**src/rtl/sram_arbiter_if.sv**
```systemverilog
// Requester, controller and status signals of the two-port SRAM arbiter.
// slave = arbiter side; master = requesters plus SRAM controller.
interface sram_arbiter_if #(
  parameter int ADDR_W = 32,
  parameter int DATA_W = 32
);
  logic              p0_req;
  logic              p0_we;
  logic [ADDR_W-1:0] p0_addr;
  logic [DATA_W-1:0] p0_wdata;
  logic              p0_done;
  logic [DATA_W-1:0] p0_rdata;

  logic              p1_req;
  logic              p1_we;
  logic [ADDR_W-1:0] p1_addr;
  logic [DATA_W-1:0] p1_wdata;
  logic              p1_done;
  logic [DATA_W-1:0] p1_rdata;

  logic              mem_w_en;
  logic              mem_r_en;
  logic [ADDR_W-1:0] mem_addr;
  logic [DATA_W-1:0] mem_wdata;
  logic              mem_ready;
  logic [DATA_W-1:0] mem_rdata;

  logic              busy;
  logic              grant_id;

  modport slave (
    input  p0_req, p0_we, p0_addr, p0_wdata,
    output p0_done, p0_rdata,
    input  p1_req, p1_we, p1_addr, p1_wdata,
    output p1_done, p1_rdata,
    output mem_w_en, mem_r_en, mem_addr, mem_wdata,
    input  mem_ready, mem_rdata,
    output busy, grant_id
  );

  modport master (
    output p0_req, p0_we, p0_addr, p0_wdata,
    input  p0_done, p0_rdata,
    output p1_req, p1_we, p1_addr, p1_wdata,
    input  p1_done, p1_rdata,
    input  mem_w_en, mem_r_en, mem_addr, mem_wdata,
    output mem_ready, mem_rdata,
    input  busy, grant_id
  );
endinterface

```
**src/rtl/sram_arbiter.sv**
```systemverilog
// Two-port arbiter/sequencer for a single ready-based SRAM controller:
// grant, latch request, hold enables until mem_ready, then a one-cycle done.
module sram_arbiter #(
  parameter int PRIO_MODE = 0,
  parameter int ADDR_W    = 32,
  parameter int DATA_W    = 32
) (
  input logic           clk,
  input logic           rst,
  sram_arbiter_if.slave bus
);

  typedef enum logic [1:0] {IDLE, ACCESS, RESP} state_t;

  state_t            state;
  state_t            next_state;
  logic              any_req;
  logic              win;
  logic              last_grant;
  logic              grant;
  logic              lat_we;
  logic [ADDR_W-1:0] lat_addr;
  logic [DATA_W-1:0] lat_wdata;
  logic [DATA_W-1:0] rdata0;
  logic [DATA_W-1:0] rdata1;

  assign any_req = bus.p0_req | bus.p1_req;

  // With both requesting, round-robin favours the port that did not win last.
  always_comb begin
    if (bus.p0_req && bus.p1_req)
      win = (PRIO_MODE == 1) ? 1'b0 : ~last_grant;
    else
      win = bus.p1_req;
  end

  always_ff @(posedge clk) begin
    if (rst) state <= IDLE;
    else     state <= next_state;
  end

  always_comb begin
    next_state = state;
    case (state)
      IDLE:    if (any_req) next_state = ACCESS;
      ACCESS:  if (bus.mem_ready) next_state = RESP;
      RESP:    next_state = IDLE;
      default: next_state = IDLE;
    endcase
  end

  always_ff @(posedge clk) begin
    if (rst) begin
      lat_we     <= 1'b0;
      lat_addr   <= '0;
      lat_wdata  <= '0;
      grant      <= 1'b0;
      last_grant <= 1'b1;
      rdata0     <= '0;
      rdata1     <= '0;
    end else begin
      if (state == IDLE && any_req) begin
        lat_we     <= win ? bus.p1_we    : bus.p0_we;
        lat_addr   <= win ? bus.p1_addr  : bus.p0_addr;
        lat_wdata  <= win ? bus.p1_wdata : bus.p0_wdata;
        grant      <= win;
        last_grant <= win;
      end
      if (state == ACCESS && bus.mem_ready && !lat_we) begin
        if (grant) rdata1 <= bus.mem_rdata;
        else       rdata0 <= bus.mem_rdata;
      end
    end
  end

  always_comb begin
    bus.mem_w_en  = 1'b0;
    bus.mem_r_en  = 1'b0;
    bus.mem_addr  = '0;
    bus.mem_wdata = '0;
    bus.p0_done   = 1'b0;
    bus.p1_done   = 1'b0;
    case (state)
      ACCESS: begin
        bus.mem_w_en  = lat_we;
        bus.mem_r_en  = ~lat_we;
        bus.mem_addr  = lat_addr;
        bus.mem_wdata = lat_wdata;
      end
      RESP: begin
        bus.p0_done = ~grant;
        bus.p1_done = grant;
      end
      default: ;
    endcase
  end

  assign bus.busy     = (state != IDLE);
  assign bus.grant_id = grant;
  assign bus.p0_rdata = rdata0;
  assign bus.p1_rdata = rdata1;

endmodule

```
**src/flat_wrapper.sv**
```systemverilog
// flat-port wrapper written by rule: the top's interface ports become plain ports
module sram_arbiter_flat 
#(
  parameter int PRIO_MODE = 0,
  parameter int ADDR_W    = 32,
  parameter int DATA_W    = 32
)
  (clk, rst, bus_p0_req, bus_p0_we, bus_p0_addr, bus_p0_wdata, bus_p0_done, bus_p0_rdata, bus_p1_req, bus_p1_we, bus_p1_addr, bus_p1_wdata, bus_p1_done, bus_p1_rdata, bus_mem_w_en, bus_mem_r_en, bus_mem_addr, bus_mem_wdata, bus_mem_ready, bus_mem_rdata, bus_busy, bus_grant_id);
  sram_arbiter_if #(.ADDR_W(ADDR_W), .DATA_W(DATA_W)) bus_i ();
  input logic clk;
  input logic rst;
  input wire logic [$bits(bus_i.p0_req)-1:0] bus_p0_req;
  input wire logic [$bits(bus_i.p0_we)-1:0] bus_p0_we;
  input wire logic [$bits(bus_i.p0_addr)-1:0] bus_p0_addr;
  input wire logic [$bits(bus_i.p0_wdata)-1:0] bus_p0_wdata;
  output wire logic [$bits(bus_i.p0_done)-1:0] bus_p0_done;
  output wire logic [$bits(bus_i.p0_rdata)-1:0] bus_p0_rdata;
  input wire logic [$bits(bus_i.p1_req)-1:0] bus_p1_req;
  input wire logic [$bits(bus_i.p1_we)-1:0] bus_p1_we;
  input wire logic [$bits(bus_i.p1_addr)-1:0] bus_p1_addr;
  input wire logic [$bits(bus_i.p1_wdata)-1:0] bus_p1_wdata;
  output wire logic [$bits(bus_i.p1_done)-1:0] bus_p1_done;
  output wire logic [$bits(bus_i.p1_rdata)-1:0] bus_p1_rdata;
  output wire logic [$bits(bus_i.mem_w_en)-1:0] bus_mem_w_en;
  output wire logic [$bits(bus_i.mem_r_en)-1:0] bus_mem_r_en;
  output wire logic [$bits(bus_i.mem_addr)-1:0] bus_mem_addr;
  output wire logic [$bits(bus_i.mem_wdata)-1:0] bus_mem_wdata;
  input wire logic [$bits(bus_i.mem_ready)-1:0] bus_mem_ready;
  input wire logic [$bits(bus_i.mem_rdata)-1:0] bus_mem_rdata;
  output wire logic [$bits(bus_i.busy)-1:0] bus_busy;
  output wire logic [$bits(bus_i.grant_id)-1:0] bus_grant_id;
  assign bus_i.p0_req = bus_p0_req;
  assign bus_i.p0_we = bus_p0_we;
  assign bus_i.p0_addr = bus_p0_addr;
  assign bus_i.p0_wdata = bus_p0_wdata;
  assign bus_p0_done = bus_i.p0_done;
  assign bus_p0_rdata = bus_i.p0_rdata;
  assign bus_i.p1_req = bus_p1_req;
  assign bus_i.p1_we = bus_p1_we;
  assign bus_i.p1_addr = bus_p1_addr;
  assign bus_i.p1_wdata = bus_p1_wdata;
  assign bus_p1_done = bus_i.p1_done;
  assign bus_p1_rdata = bus_i.p1_rdata;
  assign bus_mem_w_en = bus_i.mem_w_en;
  assign bus_mem_r_en = bus_i.mem_r_en;
  assign bus_mem_addr = bus_i.mem_addr;
  assign bus_mem_wdata = bus_i.mem_wdata;
  assign bus_i.mem_ready = bus_mem_ready;
  assign bus_i.mem_rdata = bus_mem_rdata;
  assign bus_busy = bus_i.busy;
  assign bus_grant_id = bus_i.grant_id;
  sram_arbiter #(.PRIO_MODE(PRIO_MODE), .ADDR_W(ADDR_W), .DATA_W(DATA_W)) u_core (.clk(clk), .rst(rst), .bus(bus_i));
endmodule
```
**config.mk**
```make
export PLATFORM = sky130hd
export DESIGN_NAME = sram_arbiter_flat
export DESIGN_NICKNAME = d
export VERILOG_FILES = /design/src/rtl/sram_arbiter_if.sv /design/src/rtl/sram_arbiter.sv /design/src/flat_wrapper.sv
export SDC_FILE = /design/constraint.sdc
export NUM_CORES = 1
export LEC_CHECK = 0
export CAP_MARGIN = 5
export CORE_AREA = 2 2 133 135
export DETAILED_ROUTE_END_ITERATION = 6
export DIE_AREA = 0 0 135 137
export GPL_TIMING_DRIVEN = 0
export HOLD_SLACK_MARGIN = 0.12
export PLACE_DENSITY = 0.81
export SLEW_MARGIN = 20
export SYNTH_ARGS = -nofsm -noshare
export SYNTH_HDL_FRONTEND = slang
export SYNTH_SLANG_ARGS = --single-unit
```
**constraint.sdc**
```tcl
create_clock -name clk -period 1.5 [get_ports clk]
set_clock_uncertainty 0.15 [all_clocks]
set_input_delay 0.3 -clock clk [delete_from_list [all_inputs] [get_ports clk]]
set_output_delay 0.3 -clock clk [all_outputs]
set_load 0.02 [all_outputs]
```
* Word level (Yosys, flattened, before mapping) *
Index checks and enable logic that the tools add are counted.

word-level totals
  latch bits = 0
  input bits = 167
  flip-flop bits (word level) = 133
  output and inout port bits = 134
  bits in read-only memories = 0
  memories = 0
  bits in writable memories = 0
  logic and storage cells = 39

operators by class
  div/mod/pow operators = 0
  reduce and logical (&&, ||, !) cells = 10
  mux-type cells = 13
  bitwise logic cells = 4
  $lt $le $gt $ge = 0
  add/subtract/negate cells = 0
  shift operators = 0
  $mul = 0
  equality and inequality tests = 4

operators by type and width
  kind                                                                     count
  32-bit two-way mux                                                       4
  1-bit two-way mux                                                        6
  2-bit AND reduction                                                      3
  1-bit logical AND                                                        4
  2-bit two-way mux                                                        2
  2-bit one-hot mux with 2 select lines                                    1
  1-bit NOT                                                                3
  2-bit by 1-bit equality test with 1-bit output, second input constant    1
  2-bit equality test, second input constant                               1
  2-bit zero test                                                          1
  2-bit by 1-bit inequality test with 1-bit output, second input constant  1
  2-bit inequality test, second input constant                             1
  2-bit nonzero test                                                       1
  1-bit zero test                                                          1
  1-bit OR                                                                 1

* Depth between registers and ports, before layout *
Gate-level depths: netlist of the first run.

  word-level depth = 4
  gate-level depth with buffers = 7
  mapped depth without buffers = 4

* Worst setup path after synthesis of the first run *
Ideal clock, no wire load.

  path kind = reg2out
  start = register u_core.state[1]
  end = output bus_mem_addr[12]
  path buffers = 3
  required time = 1050 ps
  path slack = -200 ps
  stages on the path, launching flop included = 6
  arrival = 1250 ps
  path through = dfxtp_1 buf_2 nor2b_1 clkbuf_1 clkbuf_1 and2_1

on the way
  word-level cells in the longest chain between the ends = 2

RTL lines
  what                                            line                RTL
  from (decl)                                     sram_arbiter.sv:15  state_t state;
  from (signal assigned)                          sram_arbiter.sv:39  else state <= next_state;
  2-bit by 1-bit equality test with 1-bit output  sram_arbiter.sv:83  case (state)
  32-bit two-way mux                              sram_arbiter.sv:83
  to (decl)                                       flat_wrapper.sv:26  output wire logic [$bits(bus_i.mem_addr)-1:0] bus_mem_addr;

No other way between the ends.

* Worst setup path in the final report of the first run *
  start = register u_core.state[0]
  end = output bus_mem_addr[29]

Same word-level chain as after synthesis.

==> results of run 1 <==
[worst paths after layout]
kind / from / to / cells after the start
hold reg to reg: u_core.bus.p0_rdata[10] / u_core.bus.p0_rdata[10] / 2
setup / recovery: u_core.state[0] / bus_mem_addr[29] / 5
setup reg to reg: u_core.state[1] / u_core.bus.p1_rdata[15] / 6
hold / removal: bus_mem_ready / u_core.state[1] / 2
[repair_timing]
| action | CTS | global route |
|---|---|---|
| hold endpoints to repair | 0 | 0 |
| endpoints found under the setup margin | 265 | 229 |
| pin swaps | 26 | 75 |
| resized for setup | 751 | 172 |
| setup buffers | 35 | 10 |
| gates cloned | 18 | 7 |
[registers in the layout, indices dropped and copies added (netlist names)]
name	flops
u_core.bus.grant_id	1
u_core.bus.p0_rdata	32
u_core.bus.p1_rdata	32
u_core.last_grant	1
u_core.lat_addr	32
u_core.lat_wdata	32
u_core.lat_we	1
u_core.state	2
[placed cells by master, fill, tap and decap left out, types with 38 or more instances in the layout]
master	count
nand2_1	131
and2_4	59
buf_6	94
mux2i_1	62
nand2b_1	96
a21oi_1	38
a311oi_1	43
clkdlybuf4s50_1	162
dfxtp_1	129
[routing by layer]
metal,vias to the layer above,GRT usage (%)
met1,3181,27.5
met5,-,0
met4,0,9.55
li1,3192,-
met3,43,8.37
met2,271,46.7
[kinds of logic after synthesis]
family / Yosys count
and+or+nand+nor: 310
AOI/OAI and AO/OA: 136
muxes: 64
DFF: 133
buffers and inverters: 69
[through the flow]
stage | util (%) | worst slack, ns | power [mW] | hold WS [ns] | area [µm²]
CTS | 68.1 | -0.582 | 11.2 | 0.203 | 11600
global route | 68.5 | -0.612 | 11.8 | 0.217 | 11700
finish | 68.5 | -0.561 | 11.4 | 0.210 | 11700
global placement | 56.5 | -0.821 | 6.18 | 0.308 | 9630
detailed placement | 56.5 | -0.892 | 6.21 | 0.312 | 9630
floorplan | - | -0.0759 | 5.16 | 0.310 | 6350
[where the power goes]
| part | internal, mW | switching (mW) | total, mW |
|---|---|---|---|
| logic | 1.71 | 1.33 | 3.04 |
| registers | 3.80 | 0.181 | 3.98 |
| clock network | 2.70 | 1.66 | 4.36 |
| total | 8.21 | 3.17 | 11.4 |
[worst register-to-register path: cells and delay by family, from the launching register on]
family | cells | cell delay (ns)
AND/OR/NAND/NOR | 1 | 0.54
buffers and inverters | 4 | 0.55
flip-flops | 1 | 0.36
multiplexers | 1 | 0.19
[final cells by class]
cell class	count	area, µm²	area share (%)
multi-input combinational	510	3690	31.5
tap	225	282	2.41
inverter	1	3.75	0.0321
timing repair buffer	354	3780	32.3
antenna	3	7.51	0.0642
clock buffer	20	457	3.91
sequential	133	2680	22.9
clock inverter	12	153	1.31
buffer	61	644	5.51
==> results.md, run 1 <==
* Die Y at 137 µm
* Critical path's slowest cell: dfxtp_4
* Xor/xnor share of the synthesized area at 0%
* Die W at 135 µm
* Layout cells sized above 1 at 36.3%
* Worst path bufs/invs at 3
* Final Cycle Share at 137%
* Synth cell types at 28
* Total grt overflow at 0
* Worst path cell trace: nor2b_4 -> clkbuf_16 -> clkbuf_16 -> and2_4 -> buf_6
* GR Util All Layers at 25.6%
* Die ar. at roughly 18,000 µm²
* Filler cells at ~1,300
* Slack of the worst reg-to-reg path at -0.38 ns
* Placer Congestion at about 0.82
* Synthesized area at 6160 µm²
* Top Layer Used: met4
* Total CTS buffers at 17
* Commonest register cell after synthesis: dfxtp_1
* CTS max path bufs at 2
* Drt pass-1 iters at 4
* Largest net degree at the start of global routing at 17
* Critical path arrival at 1.61 ns
* H-tree depth at 4
* Ranking of synthesized cells by area: dfxtp_1 43%, mux2i_1 10%, nand2b_1 9.7%
* Final wirelength at around 25 mm
* Cell count after synthesis at between 700 and 800
* Relative slew slack at 55.0%
* Worst-Margin Slew at 0.675 ns
* Status: finished, violations left
* Final Non-Filler Cells at 1,319
* Main combinational cell family by area after synthesis: simple AND/OR/NAND/NOR gates
* Violated checks: negative setup slack
* Row count at between 40 and 50
* Number of synthesized flops with an enable pin at 0
* Post-Synth Adder-Cell Area at 0%
* CP max stage delay at 0.34 ns
* Critical path launch point type: flip-flop
* M1 wire length at 9.49 mm
* Worst VDD drop at 0.000788 V
* Setup-failing EPs final at about 200
* Sink Count at 133
* Syn_nets at 879
* Worst endpoint required time at 1.05 ns
* CTS root buffer: clkbuf_16
* Met2 Wirelength at 12.6 mm
* Pwr per Cell Area at 974 nW/µm²
* CP Max Fanout at 6
* Worst Path Class, Setup: reg2out
* Max cap viols at 0
* Vias in the first global route at 6,929
* Crit path max-delay family: buffers and inverters
* Crit. End Element: output port
* Worst skew pair latency at 0.42 ns
* Via count at 6,687
* CTS tree: yes
* # port buffers at 299
* CP dominant cell by count: clkbuf_16
* Sequential area share after synthesis at 43.2%
* Leading area contributor after synthesis: dfxtp_1
* Mux contribution to synthesized area at between 10% and 20%
* Syn Area/Cell at around 8.7 µm²
* Synth Warn # at 0
* DR iter-0 viols at 199
* Synth top cells by count: 133 x dfxtp_1, 133 x nand2_1, 96 x nand2b_1
* Area Overhead vs Synth at 89.7%
* Met3 Routed Length at 2.01 mm
* Antenna violations before repair at 3
* Avg Vias per Cell at just over 5
* Max-slew violation count at 0
* Async set-reset flop share out of synthesis at 0%
* Nets at 1,245
* Post-route minimum period at roughly 2.1 ns
* WL per Instance at 18.8 µm
* Pleak at 4.90 nW
* Hpwl dp at 16.5 mm
* First-pass GRT wire length at 36.5 mm
* RSZ-0062 raised after global routing: true
* Post-route ant nets at 0
* Total I/O pin count at 301
* F_max at 485 MHz
* Hold buffer count at cts at 0
* Sum Neg Setup Slack at -62.53 ns
* Hold Vio Cnt, Final at 0
* Residual DRC at 0
* Final WS setup at -0.561 ns
* Post-synth top area share at a little over two fifths
* Cells after DPL at 1,236
* Clk slew on worst S/H paths at ~0.060 ns
* Register bit total from synthesis at 133
* Hold crit path type: in2reg
* Starting Density at 36.1%
* Compound-Gate Fraction of Synth Area at approximately 15%
* Simple-gate share of the synthesized area at 26.1%
* Core Region at 17,100 µm²
No activity file was read; power rests on OpenSTA's default activity.
==> inputs of run 2 (changes only) <==
==> constraint.sdc (replaced) <==
create_clock -name clk -period 1.5 [get_ports clk]
set_clock_uncertainty 0.15 [all_clocks]
set_input_delay 0.3 -clock clk [delete_from_list [all_inputs] [get_ports clk]]
set_output_delay 0.3 -clock clk [all_outputs]
set_load 0.1 [all_outputs]
==> run 2 against run 1 <==
The run still ends with negative setup slack left. Fmax decreased by 1.2%. Register-to-register slack got worse by 0.09 ns. Cell count decreased by 0.76%. Sequential share of layout area decreased by 1.3 points. Critical path type unchanged. Design area increased by 6.0%. Total power increased by 13%. Wire length increased by 5.1%. Highest routed layer is now met5. Combinational power increased by 36%. Die area unchanged. Hold slack improved by 0.058 ns.
==> results.md, run 2 (synthesis results as in run 1) <==
* Reg2Reg Depth at 6 (unchanged)
* DR iter-0 viols at 310 (was 199)
* Worst path cell trace: nor2b_4 -> clkbuf_16 -> clkbuf_8 -> and2_4 -> buf_12 (was nor2b_4 -> clkbuf_16 -> clkbuf_16 -> and2_4 -> buf_6)
* Residual DRC at 0 (unchanged)
* Total power at 12.8 mW (was 11.4 mW)
* CP max stage delay at 0.36 ns (was 0.34 ns)
* Via count at 6,866 (was 6,687)
* Layout cells sized above 1 at 33.6% (was 36.3%)
* Slack of the worst reg-to-reg path at -0.47 ns (was -0.38 ns)
* Critical path launch point type: flip-flop (unchanged)
* Hold crit path type: in2reg (unchanged)
* Crit path from: u_core.state[0] (unchanged)
* CP Max Fanout at 8 (was 6)
* Final Cycle Share at 139% (was 137%)
* Die W at 135 µm (unchanged)
* F_max at 480 MHz (was 485 MHz)
* Hold Vio Cnt, Final at 0 (unchanged)
* R2r startpoint: u_core.state[1] (unchanged)
* Clk slew on worst S/H paths at 0.06 ns (about the same)
* Most frequent cells in the layout: 163 x clkdlybuf4s50_1, 131 x nand2_1, 128 x dfxtp_1, 96 x nand2b_1, 79 x buf_12 (was 162 x clkdlybuf4s50_1, 131 x nand2_1, 129 x dfxtp_1, 96 x nand2b_1, 94 x buf_6)
* Relative slew slack at 47.6% (was 55.0%)
* Worst setup path endpoint: bus_mem_wdata[22] (was bus_mem_addr[29])
* Die ar. at 18,500 µm² (unchanged)
* Design Area, Final at 12,400 µm² (was 11,700 µm²)
* Sum Neg Setup Slack at -77.28 ns (was -62.53 ns)
* RSZ-0062 raised after global routing: true (unchanged)
* Die Y at 137 µm (unchanged)
* Pwr per Cell Area at 1030 nW/µm² (was 974 nW/µm²)
* Setup-failing EPs final at 198 (was 199)
* Status: finished, violations left (unchanged)
* Pleak at 5.16 nW (was 4.90 nW)
* Violated checks: negative setup slack (unchanged)
* Place WS at -1.59 ns (was -0.892 ns)
* Core Region at 17,100 µm² (unchanged)
* Worst endpoint required time at 1.05 ns (about the same)
* CTS max path bufs at 2 (unchanged)
* Sink Count at 133 (unchanged)
* Area Overhead vs Synth at 101% (was 89.7%)
* Row count at 48 (unchanged)
* CTS root buffer: clkbuf_16 (unchanged)
* Antenna violations before repair at 2 (was 3)
* H-tree depth at 4 (unchanged)
* Total grt overflow at 0 (unchanged)
* Total I/O pin count at 301 (unchanged)
* Vias in the first global route at 6,791 (was 6,929)
* Final Non-Filler Cells at 1,309 (was 1,319)
* Met3 Routed Length at 2.15 mm (was 2.01 mm)
* Dpl cell area at 9700 µm² (was 9630 µm²)
* Nets at 1,237 (was 1,245)
* Crit. End Element: output port (unchanged)
* WL per Instance at 19.9 µm (was 18.8 µm)
* Worst skew pair latency at 0.41 ns (was 0.42 ns)
* Critical path arrival at 1.64 ns (was 1.61 ns)
* GR Util All Layers at 25.6% (about the same)
* Max-slew violation count at 0 (unchanged)
* Post-route minimum period at 2.09 ns (was 2.06 ns)
* Final WS setup at -0.585 ns (was -0.561 ns)
* Met2 Wirelength at 13.5 mm (was 12.6 mm)
* Final wirelength at 26.0 mm (was 24.8 mm)
* Drt pass-1 iters at 5 (was 4)
* Max cap viols at 0 (unchanged)
* Total CTS buffers at 17 (unchanged)
* # port buffers at 299 (unchanged)
* First-pass GRT wire length at 36.7 mm (was 36.5 mm)
* M1 wire length at 9.57 mm (was 9.49 mm)
* Commonest non-fill, non-tap cell in the layout: clkdlybuf4s50_1 (unchanged)
* Post-route ant nets at 0 (unchanged)
* Hold buffer count at cts at 0 (unchanged)
* Hpwl dp at 16.5 mm (about the same)
* Worst-Margin Slew at 0.785 ns (was 0.675 ns)
* Starting Density at 36.1% (unchanged)
* Top Layer Used: met5 (was met4)
* Avg Vias per Cell at 5.25 (was 5.07)
* Worst Path Class, Setup: reg2out (unchanged)
* Worst VDD drop at 0.000839 V (was 0.000788 V)
* CTS tree: yes (unchanged)
* Placer Congestion at 0.827 (was 0.824)
* Cells after DPL at 1,236 (unchanged)
* Largest net degree at the start of global routing at 17 (unchanged)
* Critical path's slowest cell: dfxtp_4 (unchanged)
* Worst r2r dst: u_core.bus.p1_rdata[5] (was u_core.bus.p1_rdata[15])
[run 2: cell types whose count changed in the layout (fill, tap and decap cells not counted), moves of 3 or more]
cell	previous run	this run
and2_1	6	0
clkbuf_4	2	7
clkdlybuf4s15_2	33	0
buf_6	94	66
buf_16	5	2
a21oi_1	38	66
buf_12	12	79
bufbuf_16	0	3
a21oi_2	28	0
and2_4	59	65
buf_2	33	3
clkbuf_16	26	30
[run 2: repair_timing]
action,4_1_cts,5_1_grt
setup endpoints to repair,267,223
cloned,9,9
gates resized for setup,1177,85
pin swaps,18,23
buffers inserted,14,11
[run 2: worst max-delay path, delay by kind of cell, from the launching register on]
family	cells	cell delay (ns)
AND/OR/NAND/NOR	2	0.33
buffers and inverters	3	0.53
flip-flops	1	0.36
[run 2: per-stage QoR]
step	util (%)	hold WS, ns
2_1_floorplan	-	0.303
3_3_place_gp	56.9	0.308
3_5_place_dp	56.9	0.316
4_1_cts	69.2	0.268
5_1_grt	72.7	0.293
6_report	72.7	0.267
[run 2: where the power goes]
group / internal, mW / switching (mW) / leakage (nW)
Clock: 3.05 / 1.65 / 0.318
Combinational: 1.86 / 2.26 / 3.75
Sequential: 3.80 / 0.190 / 1.09
[run 2: layout make-up]
type / instances / area [µm²]
fill: 1168 / 4660
timing repair buffer: 341 / 4490
multi-input combinational: 510 / 3610
sequential: 133 / 2680
buffer: 66 / 668
clock buffer: 21 / 460
tap: 225 / 282
clock inverter: 11 / 198
inverter: 1 / 7.51
antenna: 1 / 2.50
[run 2: worst min path at each step]
stage                       startpoint                      end  slack [ns]  cells past startpoint
6_report                    bus_p1_req        u_core.last_grant        0.27                      3
5_1_grt                bus_p0_addr[15]      u_core.lat_addr[15]        0.29                      3
4_1_cts                            rst   u_core.bus.p1_rdata[1]        0.27                      3
3_5_place_dp   u_core.bus.p0_rdata[29]  u_core.bus.p0_rdata[29]        0.32                      2
3_3_place_gp   u_core.bus.p0_rdata[28]  u_core.bus.p0_rdata[28]        0.31                      2
2_1_floorplan           bus_p0_addr[0]       u_core.lat_addr[0]        0.30                      2
[run 2: layer usage]
metal | vias to the layer above | track usage, %
li1 | 3175 | -
met1 | 3304 | 27.9
met2 | 319 | 46.5
met3 | 66 | 8.70
met4 | 2 | 8.51
met5 | - | 0
